===== src/rtl/mvm_result_buffer.sv =====
// mvm_result_buffer
//   Downstream stage of the 4x4 matrix-vector multiply-add block. Each accepted
//   result is saturated if the multiplier flagged an overflow. It is then tagged
//   with its element index within the vector and an end-of-vector marker, and
//   queued in a small first-word-fall-through FIFO. The FIFO decouples the
//   multiplier from a slow consumer.
//
//   Optional feature (compile-time macro MVM_RESULT_RELU_EN): after saturation,
//   negative results are replaced by zero. The saturation flag is kept unchanged.
//
// Parameters
//   K        elements per result vector (>= 2); sets the m_last period
//   DEPTH    FIFO entries, power of two, >= 2
//   LOGDEPTH log2(DEPTH)
//
// Ports
//   clk       clock, all logic on posedge
//   reset     synchronous active-low reset
//   s_valid   upstream beat valid (multiplier m_valid)
//   s_ready   buffer can accept a beat (count < DEPTH)
//   data_in   signed upstream result
//   ovf_in    upstream overflow flag, qualified by s_valid
//   m_valid   output beat valid (count != 0)
//   m_ready   downstream accepts beat
//   data_out  saturated (optionally ReLU'd) result at the FIFO head
//   m_ovf     head beat was saturated
//   m_last    head beat is element K-1 of its vector
//   m_index   element index 0..K-1 of the head beat
//   count     FIFO occupancy 0..DEPTH

module mvm_result_buffer #(
   parameter int unsigned K        = 4,
   parameter int unsigned DEPTH    = 8,
   parameter int unsigned LOGDEPTH = 3,
   localparam int unsigned LOGK    = $clog2(K)
) (
   input  logic                clk,
   input  logic                reset,
   input  logic                s_valid,
   output logic                s_ready,
   input  logic [15:0]         data_in,
   input  logic                ovf_in,
   output logic                m_valid,
   input  logic                m_ready,
   output logic [15:0]         data_out,
   output logic                m_ovf,
   output logic                m_last,
   output logic [LOGK-1:0]     m_index,
   output logic [LOGDEPTH:0]   count
);

   localparam logic [LOGDEPTH:0] FullCount = DEPTH[LOGDEPTH:0];
   localparam logic [LOGK-1:0]   LastIdx   = LOGK'(K - 1);

   // FIFO storage, one array per entry field
   logic [15:0]         mem_data_q [DEPTH];
   logic                mem_ovf_q  [DEPTH];
   logic [LOGK-1:0]     mem_idx_q  [DEPTH];
   logic                mem_last_q [DEPTH];

   logic [LOGDEPTH-1:0] wr_ptr_q, rd_ptr_q;
   logic [LOGDEPTH:0]   count_q, count_d;
   logic [LOGK-1:0]     in_idx_q, in_idx_d;

   logic                push, pop;
   logic [15:0]         sat_data;
   logic                sat_flag;

   // Handshakes are derived from registered occupancy only. A full FIFO does
   // not accept a beat even when a pop happens in the same cycle.
   assign s_ready = (count_q < FullCount);
   assign m_valid = (count_q != '0);
   assign push    = s_valid && s_ready;
   assign pop     = m_valid && m_ready;

   // An overflow flag means the 16-bit result wrapped. Its sign bit is the
   // opposite of the true sign: a set MSB is a positive wrap, so clamp high.
   always_comb begin
      sat_data = data_in;
      sat_flag = 1'b0;
      if (ovf_in) begin
         sat_flag = 1'b1;
         sat_data = data_in[15] ? 16'h7FFF : 16'h8000;
      end
`ifdef MVM_RESULT_RELU_EN
      if (sat_data[15]) begin
         sat_data = 16'h0000;
      end
`endif
   end

   always_comb begin
      in_idx_d = (in_idx_q == LastIdx) ? '0 : in_idx_q + LOGK'(1);
   end

   always_comb begin
      count_d = count_q;
      case ({push, pop})
         2'b10:   count_d = count_q + 1'b1;
         2'b01:   count_d = count_q - 1'b1;
         default: count_d = count_q;
      endcase
   end

   always_ff @(posedge clk) begin
      if (!reset) begin
         wr_ptr_q <= '0;
         rd_ptr_q <= '0;
         count_q  <= '0;
         in_idx_q <= '0;
         // Cleared so the head fields read as zero while empty.
         for (int unsigned i = 0; i < DEPTH; i++) begin
            mem_data_q[i] <= '0;
            mem_ovf_q[i]  <= 1'b0;
            mem_idx_q[i]  <= '0;
            mem_last_q[i] <= 1'b0;
         end
      end else begin
         if (push) begin
            mem_data_q[wr_ptr_q] <= sat_data;
            mem_ovf_q[wr_ptr_q]  <= sat_flag;
            mem_idx_q[wr_ptr_q]  <= in_idx_q;
            mem_last_q[wr_ptr_q] <= (in_idx_q == LastIdx);
            wr_ptr_q             <= wr_ptr_q + LOGDEPTH'(1);
            in_idx_q             <= in_idx_d;
         end
         if (pop) begin
            rd_ptr_q <= rd_ptr_q + LOGDEPTH'(1);
         end
         count_q <= count_d;
      end
   end

   // First-word fall-through: the head entry drives the outputs directly.
   assign data_out = mem_data_q[rd_ptr_q];
   assign m_ovf    = mem_ovf_q[rd_ptr_q];
   assign m_index  = mem_idx_q[rd_ptr_q];
   assign m_last   = mem_last_q[rd_ptr_q];
   assign count    = count_q;

endmodule


===== config.mk =====
export PLATFORM = sky130hd
export DESIGN_NAME = mvm_result_buffer
export DESIGN_NICKNAME = d
export VERILOG_FILES = /design/src/rtl/mvm_result_buffer.sv
export SDC_FILE = /design/constraint.sdc
export NUM_CORES = 1
export LEC_CHECK = 0
export ABC_AREA = 0
export CAP_MARGIN = 20
export CORE_MARGIN = 3
export CORE_UTILIZATION = 43
export CTS_CLUSTER_SIZE = 10
export DETAILED_ROUTE_END_ITERATION = 7
export SLEW_MARGIN = 20
export SYNTH_ARGS = -nofsm -noshare
export SYNTH_HDL_FRONTEND = slang
export SYNTH_SLANG_ARGS = --single-unit

===== constraint.sdc =====
create_clock -name clk -period 4.7 [get_ports clk]
set_input_delay 0.705 -clock clk [delete_from_list [all_inputs] [get_ports clk]]
set_output_delay 0.705 -clock clk [all_outputs]
set_load 0.02 [all_outputs]

Yosys cells after proc, flatten, opt, wreduce, memory -nomap -nowiden. Memories as Yosys holds them, arrays and structs flattened. A register that Yosys moved wholly into a read port is not among the register bits. Index checks and enable logic that the tools add are counted.

Reduce and logical (&&, ||, !) cells: 8. Equality and inequality tests: 3. $lt $le $gt $ge: 1. Mux-type cells: 29. Add/sub/neg operators: 5.

Operators by type and width (count): $mux 16 (3); $mux 3 (12); $reduce_or 16->1 (1); $mux 1 (11); $pmux 4 s2 (1); $add 3x1->3 const B (2); $add 4x1->4 const B (1); $eq 2x2->1 const B (2); $lt 4x4->1 const B (1); $mux 2 (2); $reduce_bool 4->1 (1); $sub 4x1->4 const B (1); $add 2x1->2 const B (1); $eq 2x1->1 const B (1); $logic_and 1x1->1 (2); $reduce_bool 2->1 (1); $reduce_or 1->1 (2); $reduce_or 2->1 (1).

Bits in writable memories: 160. Memories kept: 4. Bits of input ports: 21. Output and inout bits: 26. Register bits after elaboration: 12.

Memory list: mem_data_q (depth 8, bits a word 16, read ports 1, clocked after memory_dff 1, write ports 8, line 56) `logic [15:0] mem_data_q [DEPTH];`; mem_idx_q (depth 8, bits a word 2, read ports 1, clocked after memory_dff 1, write ports 8, line 58) `logic [LOGK-1:0] mem_idx_q [DEPTH];`; mem_last_q (depth 8, bits a word 1, read ports 1, clocked after memory_dff 1, write ports 8, line 59) `logic mem_last_q [DEPTH];`; mem_ovf_q (depth 8, bits a word 1, read ports 1, clocked after memory_dff 1, write ports 8, line 57) `logic mem_ovf_q [DEPTH];`.

Logic depth before layout (Yosys ltp).
Depth in word-level cells: 7. Gate-level depth with buffers: 11.

Worst setup path after synthesis. OpenSTA, ideal clock, no wires.

Path kind: reg2reg. Start point: register count_q[3] (netlist: count[3]). End point: register count_q[2] (netlist: count[2]). Clock period less this slack: 2.561 ns. Arrival time: 2.486 ns. Cell stages (with the launch flop): 12. Setup time: 0.076 ns. Path slack: 2.139 ns. Path through: dfxtp_1 -> buf_6 -> or4_4 -> nand2_2 -> inv_1 -> ha_1 -> xor2_1 -> ha_1 -> a21oi_1 -> xor2_1 -> or3_1 -> a21boi_0.

Word-level cells in the longest chain between the ends: 4. Elaborated cells between the ends (all ways): 8. Those cells by class: 1 x order compare; 2 x eq/ne; 1 x mux; 4 x reduce/logical.

Ends and longest elaborated chain: start: declaration (line 62) `logic [LOGDEPTH:0] count_q, count_d;`; start signal: assignment (line 130) `count_q <= count_d;`; $reduce_bool 4->1 * (line 72) `assign m_valid = (count_q != '0);`; net m_valid (line 43) `output logic m_valid,`; $logic_and 1x1->1 * (line 74) `assign pop = m_valid && m_ready;`; net pop (line 65) `logic push, pop;`; $eq 2x1->1 or $eq 2x2->1 (tied branches) (line 98) `case ({push, pop})`; $pmux 4 s2 or $reduce_bool 2->1 (tied branches).

The timed path passes the listed nets; every way through them passes the cells marked *. A chain may end at the register's enable or synchronous reset.

==> results.md <==
- Reg area: 4950 µm²
- Via density: 5.51
- Crit Path Category: reg -> out
- Post-Synthesis Cells: 565
- Die Area: 19500 µm²
- Final setup violation count: 0
- Die width: 140 µm
- Routed vias: 4680
- Synth area leaders: edfxtp_1 56%, mux4_2 12%, dfxtp_1 8.1%
- Leakage: 3.07 nW
- Tmin final: 3.59 ns
- CORE AREA: 17400 µm²
- Synth async-reset ratio: 0
- Avg WL per Cell: 20.4 µm
- Layout cells sized above 1: 0.191
- Count leader, synth: nor2_1
- Crit path launch type: flip-flop
- Placed cell count: 817
- Post-CTS resize count: 0
- Multi-input gate area: 2520 µm²
- Root Driver: clkbuf_16
- Top-area cell type share of the netlist area: 0.564
- Max-cap violation count: 0
- Reg2reg end: count[2]$_SDFFE_PN0P_
- Cell row count: 48
- IO buf count: 46
- Worst skew pair latency: 0.42 ns
- CP max FO: 25
- FILL cells: 1472
- First-pass GRT wire length: 27.4 mm
- Post-Syn Area: 7660 µm²
- Total gr overflow: 0
- GR Util All Layers: 0.184
- Clock Skews: 0.00853 ns
- Final hold vios: 0
- Power Density: 454 nW/µm²
- Hpwl dp: 10.9 mm
- HP Class: reg -> reg
- Final weighted congestion in routability-driven placement: 0.794
- Initial antenna violation count: 0
- Slew Limit Fails: 0
- Initial Utilization: 0.442
- Syn nets: 592
- Synthesized flop and latch total: 175
- Starting DRT DRC Count: 356
- Crit end category: output port
- Largest net degree at the start of global routing: 26
- RR Startpoint: count[3]$_SDFFE_PN0P_
- Fmax: 279 MHz
- TritonRoute pass-1 iters: 5
- Clock-pin slew on the worst setup and hold paths: 0.06 ns
- Post-route ant nets: 0
- # DRC: 0
- Least-Margin Pin Slew: 1.07 ns
- YS warnings: 0
- R2R depth: 10
- Num Clock Sinks: 175
- Nets@finish: 638
- Slew margin rel.: 0.284
- Top Ports: 47
- Final cell count without fillers: 849
- RSZ-0062 raised after global routing: false
- Number of hold buffers added after CTS: 0
- VDD IR max: 0.000303 V
- Max clock buf depth: 2
- Worst EP required: 3.99 ns
- Die Height: 140 µm
- Seq/Total Area, Yosys: 0.645
- Post-synth top area cell: edfxtp_1
- CTS tree: done
- Diode count: 0
- Number of synthesized flops with an enable pin: 144
- Mapped Avg Cell Area: 13.6 µm²
- R2R Setup Slk: 2.12 ns
- Syn-to-layout area delta: 16.2%
- CTS H-tree lvls: 4
- Main synth FF type: edfxtp_1
- Total CTS buffers: 17
- Vias in the first global route: 4827
- Min-delay src: mem_ovf_q[5]$_DFF_P_
- Commonest cells in the netlist: 149 x nor2_1, 144 x edfxtp_1, 48 x nand2_1
- Setup TNS: 0 ns
- Tcrit/Tclk final: 0.763
- Worst path arrival time: 2.88 ns
- Hold endpoint: mem_ovf_q[5]$_DFF_P_
- Final WL: 17.4 mm
- Hold Path Stages: 2
- Status: complete, no violations
- Synth unique cells: 39
- Post-CTS setup buffer count: 0
## layout by cell type, fill, tap and decap left out, types with 2 or more instances in the layout
master	Yosys	layout
mux2i_1	2	2
dfxtp_2	0	3
dfxtp_1	31	28
ha_1	6	6
clkinv_1	3	3
nor3_1	5	5
a21boi_0	2	2
mux4_2	40	40
nor2_1	149	149
clkbuf_16	0	17
clkbuf_1	18	5
a21oi_1	7	7
clkinv_2	0	5
and2_1	6	6
inv_1	4	4
xnor2_1	6	6
buf_4	0	14
xor2_1	2	2
clkdlybuf4s50_1	0	46
clkbuf_8	0	3
a21oi_2	10	10
nor4_1	2	2
nor2b_1	4	4
o21ai_0	18	18
edfxtp_1	144	144
nand3_1	8	8
mux2_2	20	20
nand2_1	48	48
## cell families (layout without fill, tap and decap cells)
logic type | Yosys count | in the layout | share of synthesized area
xor+xnor | 8 | 8 | 0.00914
mux | 62 | 62 | 0.150
compound gates | 41 | 41 | 0.0335
buf+inv | 41 | 100 | 0.0264
fa+ha+maj | 6 | 6 | 0.00979
flops | 175 | 175 | 0.645
simple gates | 232 | 232 | 0.127
## sequential cells by signal, indices dropped and copies added, names as in the netlist, named ones only
register and flops:
rd_ptr_q 3, mem_idx_q 16, mem_last_q 8, count 4
wr_ptr_q 3, in_idx_q 2, mem_ovf_q 8, mem_data_q 128
## where the power goes
group | internal [mW] | switching, mW | total [mW]
Combinational | 0.419 | 0.417 | 0.836
Sequential | 1.79 | 0.0968 | 1.88
Clock | 0.768 | 0.552 | 1.32
Total | 2.97 | 1.07 | 4.04
## worst max-delay path, cell delays in order (launching register included)
cell and delay [ns]:
dfxtp_2 0.75, buf_12 0.32, mux4_2 0.56, mux2_2 0.28, clkdlybuf4s50_1 0.54
## stage by stage
stage          utilization  setup WS [ns]  total power [mW]  area [µm²]  hold slack (ns)
2_1_floorplan            -           2.14              2.46        7660            0.442
3_3_place_gp         0.482           1.40              2.75        8360            0.453
3_5_place_dp         0.482           1.33              2.77        8360            0.460
4_1_cts              0.513           1.02              4.07        8910            0.471
5_1_grt              0.513          0.936              4.20        8910            0.485
6_report             0.513           1.11              4.04        8910            0.467
## how the worst max path moves through the flow
stage / from / endpoint / slack, ns / cells past startpoint
after floorplan: count[3]$_SDFFE_PN0P_ / count[2]$_SDFFE_PN0P_ / 2.14 / 11
after global placement: reset / mem_data_q[7][6]$_SDFFCE_PN0P_ / 1.40 / 5
after detailed placement: reset / mem_data_q[3][8]$_SDFFCE_PN0P_ / 1.33 / 5
after CTS: flip-flop / data_out[12] / 1.02 / 4
after global routing: flip-flop / data_out[12] / 0.94 / 4
final: flip-flop / data_out[12] / 1.11 / 4
## cell type report
class	count	share of cell area
Clock buffer	25	0.0545
Clock inverter	7	0.00716
Inverter	7	0.00295
Multi-Input combinational cell	349	0.283
Sequential cell	175	0.555
Tap cell	225	0.0316
Timing Repair Buffer	61	0.0657
## per-layer routing
layer  part of all wire  global-route usage  wire length, µm
met4              0.013              0.0530              233
met3              0.044              0.0354              771
met1               0.43               0.246             7460
met2               0.51               0.310             8890
met5                  0                   0                0
No activity file was read; power rests on OpenSTA's default activity.
